**src/rtl/rcn_pkg.sv**
```systemverilog
// Shared rcn bus field widths and the buffered request-entry layout.
package rcn_pkg;

   localparam int RCN_SEQ_W  = 2;
   localparam int RCN_MASK_W = 4;
   localparam int RCN_ADDR_W = 22;
   localparam int RCN_DATA_W = 32;
   localparam int RCN_TAGS   = 2 ** RCN_SEQ_W;

   // One FIFO entry: wr, mask, addr, wdata (59 bits, wr in the MSB).
   localparam int RCN_REQ_W  = 1 + RCN_MASK_W + RCN_ADDR_W + RCN_DATA_W;

   typedef struct packed {
      logic                  wr;
      logic [RCN_MASK_W-1:0] mask;
      logic [RCN_ADDR_W-1:0] addr;
      logic [RCN_DATA_W-1:0] wdata;
   } rcn_req_t;

endpackage

```
**src/rtl/rcn_fifo.sv**
```systemverilog
// Generic synchronous FIFO, 2**DEPTH_LOG2 entries, head visible without a read strobe.
// Push is ignored while full and pop while empty.
module rcn_fifo #(
   parameter int WIDTH      = 8,
   parameter int DEPTH_LOG2 = 2
) (
   input  logic                  clk,
   input  logic                  rst,
   input  logic                  push,
   input  logic                  pop,
   input  logic [WIDTH-1:0]      wdata,
   output logic [WIDTH-1:0]      rdata,
   output logic                  full,
   output logic                  empty,
   output logic [DEPTH_LOG2:0]   count
);

   localparam int DEPTH = 2 ** DEPTH_LOG2;

   logic [WIDTH-1:0]      mem_q [DEPTH];
   logic [DEPTH_LOG2-1:0] wr_ptr_q, wr_ptr_d;
   logic [DEPTH_LOG2-1:0] rd_ptr_q, rd_ptr_d;
   logic [DEPTH_LOG2:0]   count_q, count_d;
   logic                  do_push, do_pop;

   assign full  = (count_q == (DEPTH_LOG2+1)'(DEPTH));
   assign empty = (count_q == '0);
   assign count = count_q;
   assign rdata = mem_q[rd_ptr_q];

   always_comb begin
      do_push  = push && !full;
      do_pop   = pop && !empty;
      wr_ptr_d = do_push ? wr_ptr_q + DEPTH_LOG2'(1) : wr_ptr_q;
      rd_ptr_d = do_pop  ? rd_ptr_q + DEPTH_LOG2'(1) : rd_ptr_q;
      count_d  = count_q;
      case ({do_push, do_pop})
         2'b10:   count_d = count_q + (DEPTH_LOG2+1)'(1);
         2'b01:   count_d = count_q - (DEPTH_LOG2+1)'(1);
         default: count_d = count_q;
      endcase
   end

   always_ff @(posedge clk) begin
      if (rst) begin
         wr_ptr_q <= '0;
         rd_ptr_q <= '0;
         count_q  <= '0;
      end else begin
         wr_ptr_q <= wr_ptr_d;
         rd_ptr_q <= rd_ptr_d;
         count_q  <= count_d;
      end
   end

   // Storage carries no reset; only the pointers define validity.
   always_ff @(posedge clk) begin
      if (do_push) begin
         mem_q[wr_ptr_q] <= wdata;
      end
   end

endmodule

```
**src/rtl/rcn_master_buf.sv**
```systemverilog
// Request queue and 2-bit seq tag manager in front of the rcn bus master.
// Optional RCN_MASTER_BUF_STATS_EN adds saturating read/write/stall counters.
module rcn_master_buf
   import rcn_pkg::*;
#(
   parameter int DEPTH_LOG2 = 2
) (
   input  logic                  clk,
   input  logic                  rst,
   input  logic                  req_valid,
   output logic                  req_ready,
   input  logic                  req_wr,
   input  logic [RCN_MASK_W-1:0] req_mask,
   input  logic [RCN_ADDR_W-1:0] req_addr,
   input  logic [RCN_DATA_W-1:0] req_wdata,
   output logic                  m_cs,
   output logic [RCN_SEQ_W-1:0]  m_seq,
   output logic                  m_wr,
   output logic [RCN_MASK_W-1:0] m_mask,
   output logic [RCN_ADDR_W-1:0] m_addr,
   output logic [RCN_DATA_W-1:0] m_wdata,
   input  logic                  m_busy,
   input  logic                  m_rdone,
   input  logic                  m_wdone,
   input  logic [RCN_SEQ_W-1:0]  m_rsp_seq,
   input  logic [RCN_MASK_W-1:0] m_rsp_mask,
   input  logic [RCN_ADDR_W-1:0] m_rsp_addr,
   input  logic [RCN_DATA_W-1:0] m_rsp_data,
   output logic                  rsp_valid,
   output logic                  rsp_wr,
   output logic [RCN_SEQ_W-1:0]  rsp_seq,
   output logic [RCN_MASK_W-1:0] rsp_mask,
   output logic [RCN_ADDR_W-1:0] rsp_addr,
   output logic [RCN_DATA_W-1:0] rsp_data,
   output logic                  seq_err,
   output logic                  idle
`ifdef RCN_MASTER_BUF_STATS_EN
   ,
   output logic [15:0]           stat_rd,
   output logic [15:0]           stat_wr,
   output logic [15:0]           stat_stall
`endif
);

   logic [RCN_REQ_W-1:0] fifo_rdata;
   logic                 fifo_full, fifo_empty;
   logic [DEPTH_LOG2:0]  fifo_count;
   rcn_req_t             head;
   logic                 cs, issue, rsp_any;
   logic [RCN_TAGS-1:0]  tag_set, tag_clr;

   logic [RCN_TAGS-1:0]   inflight_q, inflight_d;
   logic [RCN_SEQ_W-1:0]  next_seq_q, next_seq_d;
   logic                  seq_err_q, seq_err_d;
   logic                  rsp_valid_q, rsp_valid_d;
   logic                  rsp_wr_q, rsp_wr_d;
   logic [RCN_SEQ_W-1:0]  rsp_seq_q, rsp_seq_d;
   logic [RCN_MASK_W-1:0] rsp_mask_q, rsp_mask_d;
   logic [RCN_ADDR_W-1:0] rsp_addr_q, rsp_addr_d;
   logic [RCN_DATA_W-1:0] rsp_data_q, rsp_data_d;

   rcn_fifo #(
      .WIDTH      (RCN_REQ_W),
      .DEPTH_LOG2 (DEPTH_LOG2)
   ) u_fifo (
      .clk   (clk),
      .rst   (rst),
      .push  (req_valid),
      .pop   (issue),
      .wdata ({req_wr, req_mask, req_addr, req_wdata}),
      .rdata (fifo_rdata),
      .full  (fifo_full),
      .empty (fifo_empty),
      .count (fifo_count)
   );

   // cs looks only at registered state so m_busy may safely depend on m_cs.
   assign cs      = !fifo_empty && !inflight_q[next_seq_q];
   assign issue   = cs && !m_busy;
   assign rsp_any = m_rdone || m_wdone;

   always_comb begin
      head = fifo_empty ? '0 : rcn_req_t'(fifo_rdata);
   end

   // Set and clear never hit the same tag: set needs it free, clear needs it busy.
   genvar gi;
   generate
      for (gi = 0; gi < RCN_TAGS; gi++) begin : g_tag
         assign tag_set[gi] = issue && (next_seq_q == RCN_SEQ_W'(gi));
         assign tag_clr[gi] = rsp_any && (m_rsp_seq == RCN_SEQ_W'(gi)) && inflight_q[gi];
      end
   endgenerate

   always_comb begin
      inflight_d  = (inflight_q | tag_set) & ~tag_clr;
      next_seq_d  = issue ? next_seq_q + RCN_SEQ_W'(1) : next_seq_q;
      seq_err_d   = seq_err_q || (rsp_any && !inflight_q[m_rsp_seq]);
      rsp_valid_d = rsp_any;
      rsp_wr_d    = rsp_wr_q;
      rsp_seq_d   = rsp_seq_q;
      rsp_mask_d  = rsp_mask_q;
      rsp_addr_d  = rsp_addr_q;
      rsp_data_d  = rsp_data_q;
      if (rsp_any) begin
         rsp_wr_d   = m_wdone;
         rsp_seq_d  = m_rsp_seq;
         rsp_mask_d = m_rsp_mask;
         rsp_addr_d = m_rsp_addr;
         rsp_data_d = m_rsp_data;
      end
   end

   always_ff @(posedge clk) begin
      if (rst) begin
         inflight_q  <= '0;
         next_seq_q  <= '0;
         seq_err_q   <= 1'b0;
         rsp_valid_q <= 1'b0;
         rsp_wr_q    <= 1'b0;
         rsp_seq_q   <= '0;
         rsp_mask_q  <= '0;
         rsp_addr_q  <= '0;
         rsp_data_q  <= '0;
      end else begin
         inflight_q  <= inflight_d;
         next_seq_q  <= next_seq_d;
         seq_err_q   <= seq_err_d;
         rsp_valid_q <= rsp_valid_d;
         rsp_wr_q    <= rsp_wr_d;
         rsp_seq_q   <= rsp_seq_d;
         rsp_mask_q  <= rsp_mask_d;
         rsp_addr_q  <= rsp_addr_d;
         rsp_data_q  <= rsp_data_d;
      end
   end

   assign req_ready = !fifo_full;
   assign m_cs      = cs;
   assign m_seq     = next_seq_q;
   assign m_wr      = head.wr;
   assign m_mask    = head.mask;
   assign m_addr    = head.addr;
   assign m_wdata   = head.wdata;
   assign rsp_valid = rsp_valid_q;
   assign rsp_wr    = rsp_wr_q;
   assign rsp_seq   = rsp_seq_q;
   assign rsp_mask  = rsp_mask_q;
   assign rsp_addr  = rsp_addr_q;
   assign rsp_data  = rsp_data_q;
   assign seq_err   = seq_err_q;
   assign idle      = (fifo_count == '0) && (inflight_q == '0);

`ifdef RCN_MASTER_BUF_STATS_EN
   logic [15:0] stat_rd_q, stat_rd_d;
   logic [15:0] stat_wr_q, stat_wr_d;
   logic [15:0] stat_stall_q, stat_stall_d;

   always_comb begin
      stat_rd_d    = stat_rd_q;
      stat_wr_d    = stat_wr_q;
      stat_stall_d = stat_stall_q;
      if (issue && !head.wr && stat_rd_q != 16'hFFFF) begin
         stat_rd_d = stat_rd_q + 16'd1;
      end
      if (issue && head.wr && stat_wr_q != 16'hFFFF) begin
         stat_wr_d = stat_wr_q + 16'd1;
      end
      if (cs && m_busy && stat_stall_q != 16'hFFFF) begin
         stat_stall_d = stat_stall_q + 16'd1;
      end
   end

   always_ff @(posedge clk) begin
      if (rst) begin
         stat_rd_q    <= '0;
         stat_wr_q    <= '0;
         stat_stall_q <= '0;
      end else begin
         stat_rd_q    <= stat_rd_d;
         stat_wr_q    <= stat_wr_d;
         stat_stall_q <= stat_stall_d;
      end
   end

   assign stat_rd    = stat_rd_q;
   assign stat_wr    = stat_wr_q;
   assign stat_stall = stat_stall_q;
`endif

endmodule

```
**config.mk**
```make
export PLATFORM = sky130hd
export DESIGN_NAME = rcn_master_buf
export DESIGN_NICKNAME = d
export VERILOG_FILES = /design/src/rtl/rcn_pkg.sv /design/src/rtl/rcn_fifo.sv /design/src/rtl/rcn_master_buf.sv
export SDC_FILE = /design/constraint.sdc
export NUM_CORES = 1
export LEC_CHECK = 0
export CAP_MARGIN = 20
export CORE_ASPECT_RATIO = 0.9
export CORE_MARGIN = 4
export CORE_UTILIZATION = 51
export DETAILED_ROUTE_END_ITERATION = 10
export PLACE_DENSITY = 0.8
export SYNTH_ARGS = -nofsm -noshare
export SYNTH_HDL_FRONTEND = slang
export SYNTH_HIERARCHICAL = 1
export SYNTH_SLANG_ARGS = --single-unit
```
**constraint.sdc**
```tcl
create_clock -name clk -period 3.1 [get_ports clk]
set_input_delay 0.465 -clock clk [delete_from_list [all_inputs] [get_ports clk]]
set_output_delay 0.465 -clock clk [all_outputs]
set_load 0.1 [all_outputs]
```
* After elaboration in Yosys (flattened, before gate mapping) *
Memories as Yosys holds them, arrays and structs flattened. A register that Yosys moved wholly into a read port is not among the register bits.
Index checks and enable logic that the tools add are counted.
Widths: inputs -> output; s select.

word-level totals
  flip-flop bits (word level) = 76
  memory bits (writable) = 236
  input port bits = 125
  output and inout bits = 127
  word-level logic and storage cells = 72
  memories kept = 1

cells by class
  add/subtract/negate cells = 5
  $lt $le $gt $ge = 2
  eq/ne operators = 9
  muxes and demuxes = 10
  bitwise operators = 3
  reduce and logical (&&, ||, !) cells = 30

memories
  memory        words  width  rd ports  clocked after Yosys merged registers in  wr ports  line            source
  u_fifo.mem_q  4      59     1         1                                        1         rcn_fifo.sv:20  logic [WIDTH-1:0] mem_q [DEPTH];

operators by type and width
  cell                 count
  $mux 59              1
  $logic_and 1x1->1    18
  $eq 2x2->1 const B   5
  $add 2x1->2 const B  3
  $eq 2x1->1 const B   3
  $lt 2x3->1 const B   2
  $pmux 3 s2           1
  $logic_not 1->1      5
  $and 4x4->4          1
  $bmux 1 s2           2
  $logic_not 2->1      2
  $logic_not 4->1      1
  $mux 1               4
  $mux 2               2
  $not 4->4            1
  $or 4x4->4           1
  $add 3x1->3 const B  1
  $eq 3x3->1 const B   1
  $logic_not 3->1      1
  $sub 3x1->3 const B  1
  $logic_or 1x1->1     2
  $reduce_bool 2->1    1

* Longest topological paths before layout *
Gate-level depths: netlist of the first run.

  depth in word-level cells = 8
  gate-level depth with buffers = 12
  gate-level depth less buffers = 12

* Cells and area by module *
The synthesis of the first run kept the hierarchy.

modules (own cells, without submodules)
  module          times used  cells an instance  area an instance (um^2)
  rcn_fifo        1           363                8997.4
  rcn_master_buf  1           386                2981.6

* Worst setup path after synthesis of the first run *
Ideal clock, no wire load.

  path type = register -> output
  start = register inflight_q[0]
  end = output port idle
  arrival = 3652 ps
  setup slack = -1017 ps
  cell stages (with the launch flop) = 3
  path buffers = 0
  path through = dfxtp_1 or4_1 nor4_1

between the ends
  longest elaborated chain between the ends = 2

ends and longest elaborated chain
  element                   line                   source
  start: declaration        rcn_master_buf.sv:52   logic [RCN_TAGS-1:0] inflight_q, inflight_d;
  start signal: assignment  rcn_master_buf.sv:126  inflight_q <= inflight_d;
  $logic_not 4->1           rcn_master_buf.sv:152  assign idle = (fifo_count == '0) && (inflight_q == '0);
  $logic_and 1x1->1         rcn_master_buf.sv:152
  end: declaration          rcn_master_buf.sv:36   output logic idle

No other way between the ends.

==> reports/qor.yml, run 1 <==
synth:
  avgSynthCellArea_sq_um: 16.0
  async_flop_share_pct: 0
  dominantRegCellSynth: "edfxtp_1"
  ys_ff_latch: 314
  synthSimpleGateAreaFrac_pct: 8.60
  synth-xor-area-share_pct: 0.219
  muxShareOfSynthArea_pct: 11.7
  synth_cells: 749
  synthesis.area_sq_um: 12000
  synth-compound-area-share_pct: 3.77
  yosys_warnings: 6
  synthAdderAreaFrac_pct: 1.11
  synth_top_family_by_area: "multiplexers"
  yosysSeqAreaShare_pct: 72.2
  synth_edf_count: 236
  syn_nets: 884
  ys_types: 36
global_route:
  grt_pass1_vias: 7267
  grt_pass1_wl_mm: 40.6
  grt_max_degree: 51
  grt_overflow: 0
  antenna_found_initial: 3
  grt_usage_pct: 19.8
die:
  chipWidth_microns: 170
  die-area_sq_um: 26000
  design.core.area_sq_um: 22800
  die_h_microns: 153
  pin_count: 252
  initial_core_util_pct: 52.6
  rows: 52
sta:
  finalSetupViolCount: 0
  slew_headroom_pct: 58.4
  timing.hold.ws_ns: 0.310
  finalMaxSlewViolations: 0
  hold_viol: 0
  fin_crit_sh_pct: 91.9
  skew_ns: 0.0195
  max_freq_mhz: 351
  worst_pin_slew_ns: 0.625
  rsz0062_at_grt: "false"
  fin_ws_ns: 0.251
  period_needed_ns: 2.85
  setup_tns_ns: 0
critical_path:
  path_cells: "buf_12 -> mux4_2 -> nor2b_1 -> buf_12"
  cp.required_ns: 2.63
  critPathMaxFanout: 25
  critical_path_class: "reg -> out"
  cpMaxStageDelayCell: "dfxtp_4"
  crit_path_frequent_cell: "buf_12"
  start_kind: "flop"
  endpoint_kind: "output port"
  critPathMaxStageDelay_ns: 0.56
  worstPathArrival_ns: 2.38
pwr:
  p_total_mw: 15.8
  p_leak_nw: 5.65
  p_per_area_nw_per_um2: 993
  ir_worst_vdd_v: 0.000924
layout:
  layout-drive-gt1-share_pct: 25.7
  syn2layout_area_growth_pct: 33.2
  layout_commonest_cell: "edfxtp_1"
  final_cell_mix: "edfxtp_1 (236), nand2_1 (124), clkdlybuf4s50_1 (123), buf_4 (106), dfxtp_1 (76)"
  fin_util_pct: 70.1
  fin_nets: 1145
routing:
  routed_wl_mm: 26.3
  drt-met1-wl_mm: 10.6
  route.met3.wl_mm: 2.25
  wl_met2_mm: 12.8
  drtIter0Drc: 438
  drc: 0
  postRouteAntennaNets: 0
  vias_per_cell: 5.29
  top_layer_used: "met5"
  drt_pass1_iterations: 4
  routedWlPerCell_microns: 19.7
  vias: 7035
clocking:
  post-cts-setup-buffers: 0
  htree_num_levels: 1
  cts_tree: "done"
  hold_buffers: 0
  cts_resized: 0
  clk_latency_ns: 0.55
  cts_root_buf: "clkbuf_16"
  numCtsBuffers: 31
  cts_max_path_buffers: 3
  cts_sinks: 314
  clk_pin_slew_ns: 0.06
hold_path:
  holdCritPathClass: "in -> reg"
flow_run:
  max_cap_violations: 0
placement:
  portBuffers: 251
  dpl_worst_slack_ns: 0.186
  place_hpwl_mm: 17.5
  routabilityCongestion: 0.784
run_status:
  status: "completed"
-- logic make-up (layout without fill, tap and decap cells) --
logic type | after synthesis | in the layout
flops | 314 | 314
simple gates | 219 | 219
compound gates | 78 | 78
mux | 65 | 65
buf+inv | 60 | 344
fa+ha+maj | 10 | 10
xor+xnor | 3 | 3
other cells | 0 | 1
-- area by class of cell --
class                      count  area, sq um
antenna                        1         2.50
sequential                   314         8660
clock buffer                  39          806
tap                          297          372
inverter                      17         63.8
fill                        1500         6820
multi-input combinational    375         3080
clock inverter                17          129
timing repair buffer         271         2850
-- metal layers --
layer	vias to the layer above	GRT usage (%)
li1	3279	-
met1	3458	25.9
met2	250	33.0
met3	44	5.79
met4	4	4.64
met5	-	0
-- sequential cells by signal, summed over array words and instances, names as in the netlist, named ones only --
signal,flops
rsp_seq,2
rsp_data,32
rsp_mask,4
rsp_wr,1
u_fifo/mem_q,236
inflight_q,4
rsp_valid,1
u_fifo/rd_ptr_q,2
rsp_addr,22
m_seq,2
seq_err,1
u_fifo/wr_ptr_q,2
u_fifo/count,3
-- cells in the mapped netlist, drive strengths merged (2+ instances only) --
library cell / count / area, sq um
edfxtp: 236 / 7090
nand2: 124 / 465
dfxtp: 78 / 1560
a21oi: 67 / 335
mux4: 60 / 1350
nor2b: 59 / 369
clkbuf: 23 / 86.3
buf: 20 / 138
inv: 17 / 63.8
nor2: 15 / 56.3
ha: 9 / 113
and2: 4 / 25.0
mux2i: 4 / 40.0
nand2b: 4 / 25.0
a2111oi: 3 / 45.0
nor3: 3 / 15.0
o21ai: 3 / 15.0
or3: 3 / 18.8
xor2: 3 / 26.3
nor3b: 2 / 20.0
nor4: 2 / 12.5
-- critical path: cells and delay by family (launching register included) --
| kind | cells | cell delay [ns] |
|---|---|---|
| muxes | 1 | 0.55 |
| buffers and inverters | 2 | 0.50 |
| DFF | 1 | 0.56 |
| and+or+nand+nor | 1 | 0.20 |
-- per-stage QoR --
stage	cell area, sq um	cells
floorplan	12000	749
global placement	15000	1274
detailed placement	15000	1274
CTS	16000	1330
global route	16000	1331
finish	16000	1331
-- final timing paths --
check                             from  slack (ns)                            to  depth (start not counted)
min                                rst        0.31  u_fifo/count[1]$_SDFFE_PP0P_                          2
min reg2reg  rsp_data[13]$_SDFFE_PP0N_        0.45     rsp_data[13]$_SDFFE_PP0N_                          2
max                               flop        0.25                   m_wdata[14]                          4
max reg2reg      m_seq[0]$_SDFFE_PP0P_        0.47  u_fifo/count[2]$_SDFFE_PP0P_                         11
-- power breakdown --
group | total (mW) | leakage, nW | internal [mW] | switching [mW]
Clock | 3.44 | 0.449 | 1.99 | 1.46
Combinational | 7.38 | 2.39 | 2.14 | 5.25
Sequential | 5.01 | 2.81 | 4.84 | 0.172
(Power assumes the default switching activity.)
==> run 2, diff against run 1 <==
- CORE_MARGIN: 4 -> unset
==> run 2 against run 1 <==
  * Count of clock-buffer cells in the layout is 4 higher
  * Sequential share of layout area is 0.29 points lower
  * Routed wire length fell by 3.2%
  * Sequential cell count did not move
  * Global-route usage increased by 1.4 points
  * Worst setup slack lost 0.033 ns
  * Sequential power about the same
  * Critical path depth unchanged
  * Total power increased by 0.95%
  * Highest routed layer is now met4
  * Combinational power up 1%
  * Die area down 7.3%
  * Non-clock buffer count up 2
==> reports/qor.yml, run 2 (synthesized netlist as in run 1, its figures left out) <==
sta:
  skew_ns: 0.0157
  hold_viol: 0
  period_needed_ns: 2.88
  finalMaxSlewViolations: 0
  finalSetupViolCount: 0
  slew_headroom_pct: 42.3
  max_freq_mhz: 347
  fin_crit_sh_pct: 93.0
  setup_tns_ns: 0
  rsz0062_at_grt: "false"
  worst_pin_slew_ns: 0.865
hold_path:
  holdPathStages: 2
  holdCritPathClass: "reg -> reg"
die:
  rows: 52
  chipWidth_microns: 164
  design.core.area_sq_um: 22800
  die-area_sq_um: 24100
  die_h_microns: 147
  pin_count: 252
  initial_core_util_pct: 52.6
clocking:
  numCtsBuffers: 31
  clk_latency_ns: 0.55
  post-cts-setup-buffers: 0
  cts_sinks: 314
  hold_buffers: 0
  cts_max_path_buffers: 3
  cts_tree: "done"
  clk_pin_slew_ns: 0.06
  cts_resized: 0
  htree_num_levels: 1
  cts_root_buf: "clkbuf_16"
global_route:
  gr-usage-met3_pct: 7.86
  busiest_layer: "met2"
  grt_pass1_vias: 7323
  use_met1_pct: 24.9
  grt_usage_pct: 21.2
  grt_overflow: 0
  grt_max_degree: 62
  grt_pass1_wl_mm: 39.0
  antenna_found_initial: 1
  gr-usage-met2_pct: 36.9
layout:
  largest_reg_flops: 236
  layout_commonest_cell: "edfxtp_1"
  layout-drive-gt1-share_pct: 26.1
  top_register: "u_fifo/mem_q"
  multi_input_area_sq_um: 3080
  seq_area_sq_um: 8660
  syn2layout_area_growth_pct: 33.9
  final_cell_mix: "edfxtp_1 (236), nand2_1 (124), clkdlybuf4s50_1 (123), buf_4 (104), dfxtp_1 (76)"
  design_area_sq_um: 16000
  fin_nets: 1147
  fillerInstances: 1481
critical_path:
  cp.required_ns: 2.63
  reg2reg_depth: 12
  critPathMaxFanout: 61
  critical_path_class: "reg -> out"
  start_kind: "flop"
  endpoint_kind: "output port"
  worstPathArrival_ns: 2.42
routing:
  drc: 0
  vias: 6994
  drtIter0Drc: 473
  postRouteAntennaNets: 0
  routedWlPerCell_microns: 19.0
  routed_wl_mm: 25.4
  drt_pass1_iterations: 4
  vias_per_cell: 5.24
pwr:
  ir_worst_vdd_v: 0.000901
  p_per_area_nw_per_um2: 997
  p_leak_nw: 5.70
run_status:
  status: "completed"
placement:
  placed_area_sq_um: 15100
  place_hpwl_mm: 16.2
  portBuffers: 251
  routabilityCongestion: 0.807
flow_run:
  max_cap_violations: 0
## run 2: final timing paths
check / endpoint / from / slack [ns]
max: m_wdata[18] / u_fifo/count[1]$_SDFFE_PP0P_ / 0.22
min: rsp_addr[18]$_SDFFE_PP0N_ / rsp_addr[18]$_SDFFE_PP0N_ / 0.45
max reg2reg: u_fifo/count[2]$_SDFFE_PP0P_ / u_fifo/count[0]$_SDFFE_PP0P_ / 0.60
min reg2reg: rsp_addr[18]$_SDFFE_PP0N_ / rsp_addr[18]$_SDFFE_PP0N_ / 0.45
## run 2: per-layer routing
metal,vias up,part of all wire [%]
li1,3297,-
met4,0,1.9
met1,3433,38
met5,-,0
met2,228,50
met3,36,10
## run 2: worst max-delay path: stages, from the launching register on
cell and delay, ns:
dfxtp_1 0.36, nor3_2 0.36, buf_4 0.69, nor2b_1 0.22
buf_12 0.23
## run 2: power by group
group          switching, mW  leakage (nW)  internal, mW
Combinational           5.26          2.42          2.23
Clock                   1.47         0.474          2.02
Sequential             0.182          2.81          4.84
## run 2: metrics by stage
step | utilization (%) | power, mW | hold slack (ns) | setup WS [ns] | std cells
finish | 70.4 | 16.0 | 0.451 | 0.218 | 1334
global route | 70.4 | 16.5 | 0.462 | 0.0535 | 1333
CTS | 70.4 | 16.1 | 0.453 | 0.171 | 1333
detailed placement | 66.2 | 12.6 | 0.445 | 0.280 | 1276
global placement | 66.2 | 12.6 | 0.438 | 0.318 | 1276
floorplan | - | 10.3 | 0.459 | 0.0462 | 749
## run 2: layout make-up
class                           instances  area share (%)
Antenna cell                            1          0.0156
Clock buffer                           43            5.38
Clock inverter                         14           0.569
Inverter                               17           0.398
Multi-Input combinational cell        375            19.2
Sequential cell                       314            54.0
Tap cell                              297            2.32
Timing Repair Buffer                  273            18.2
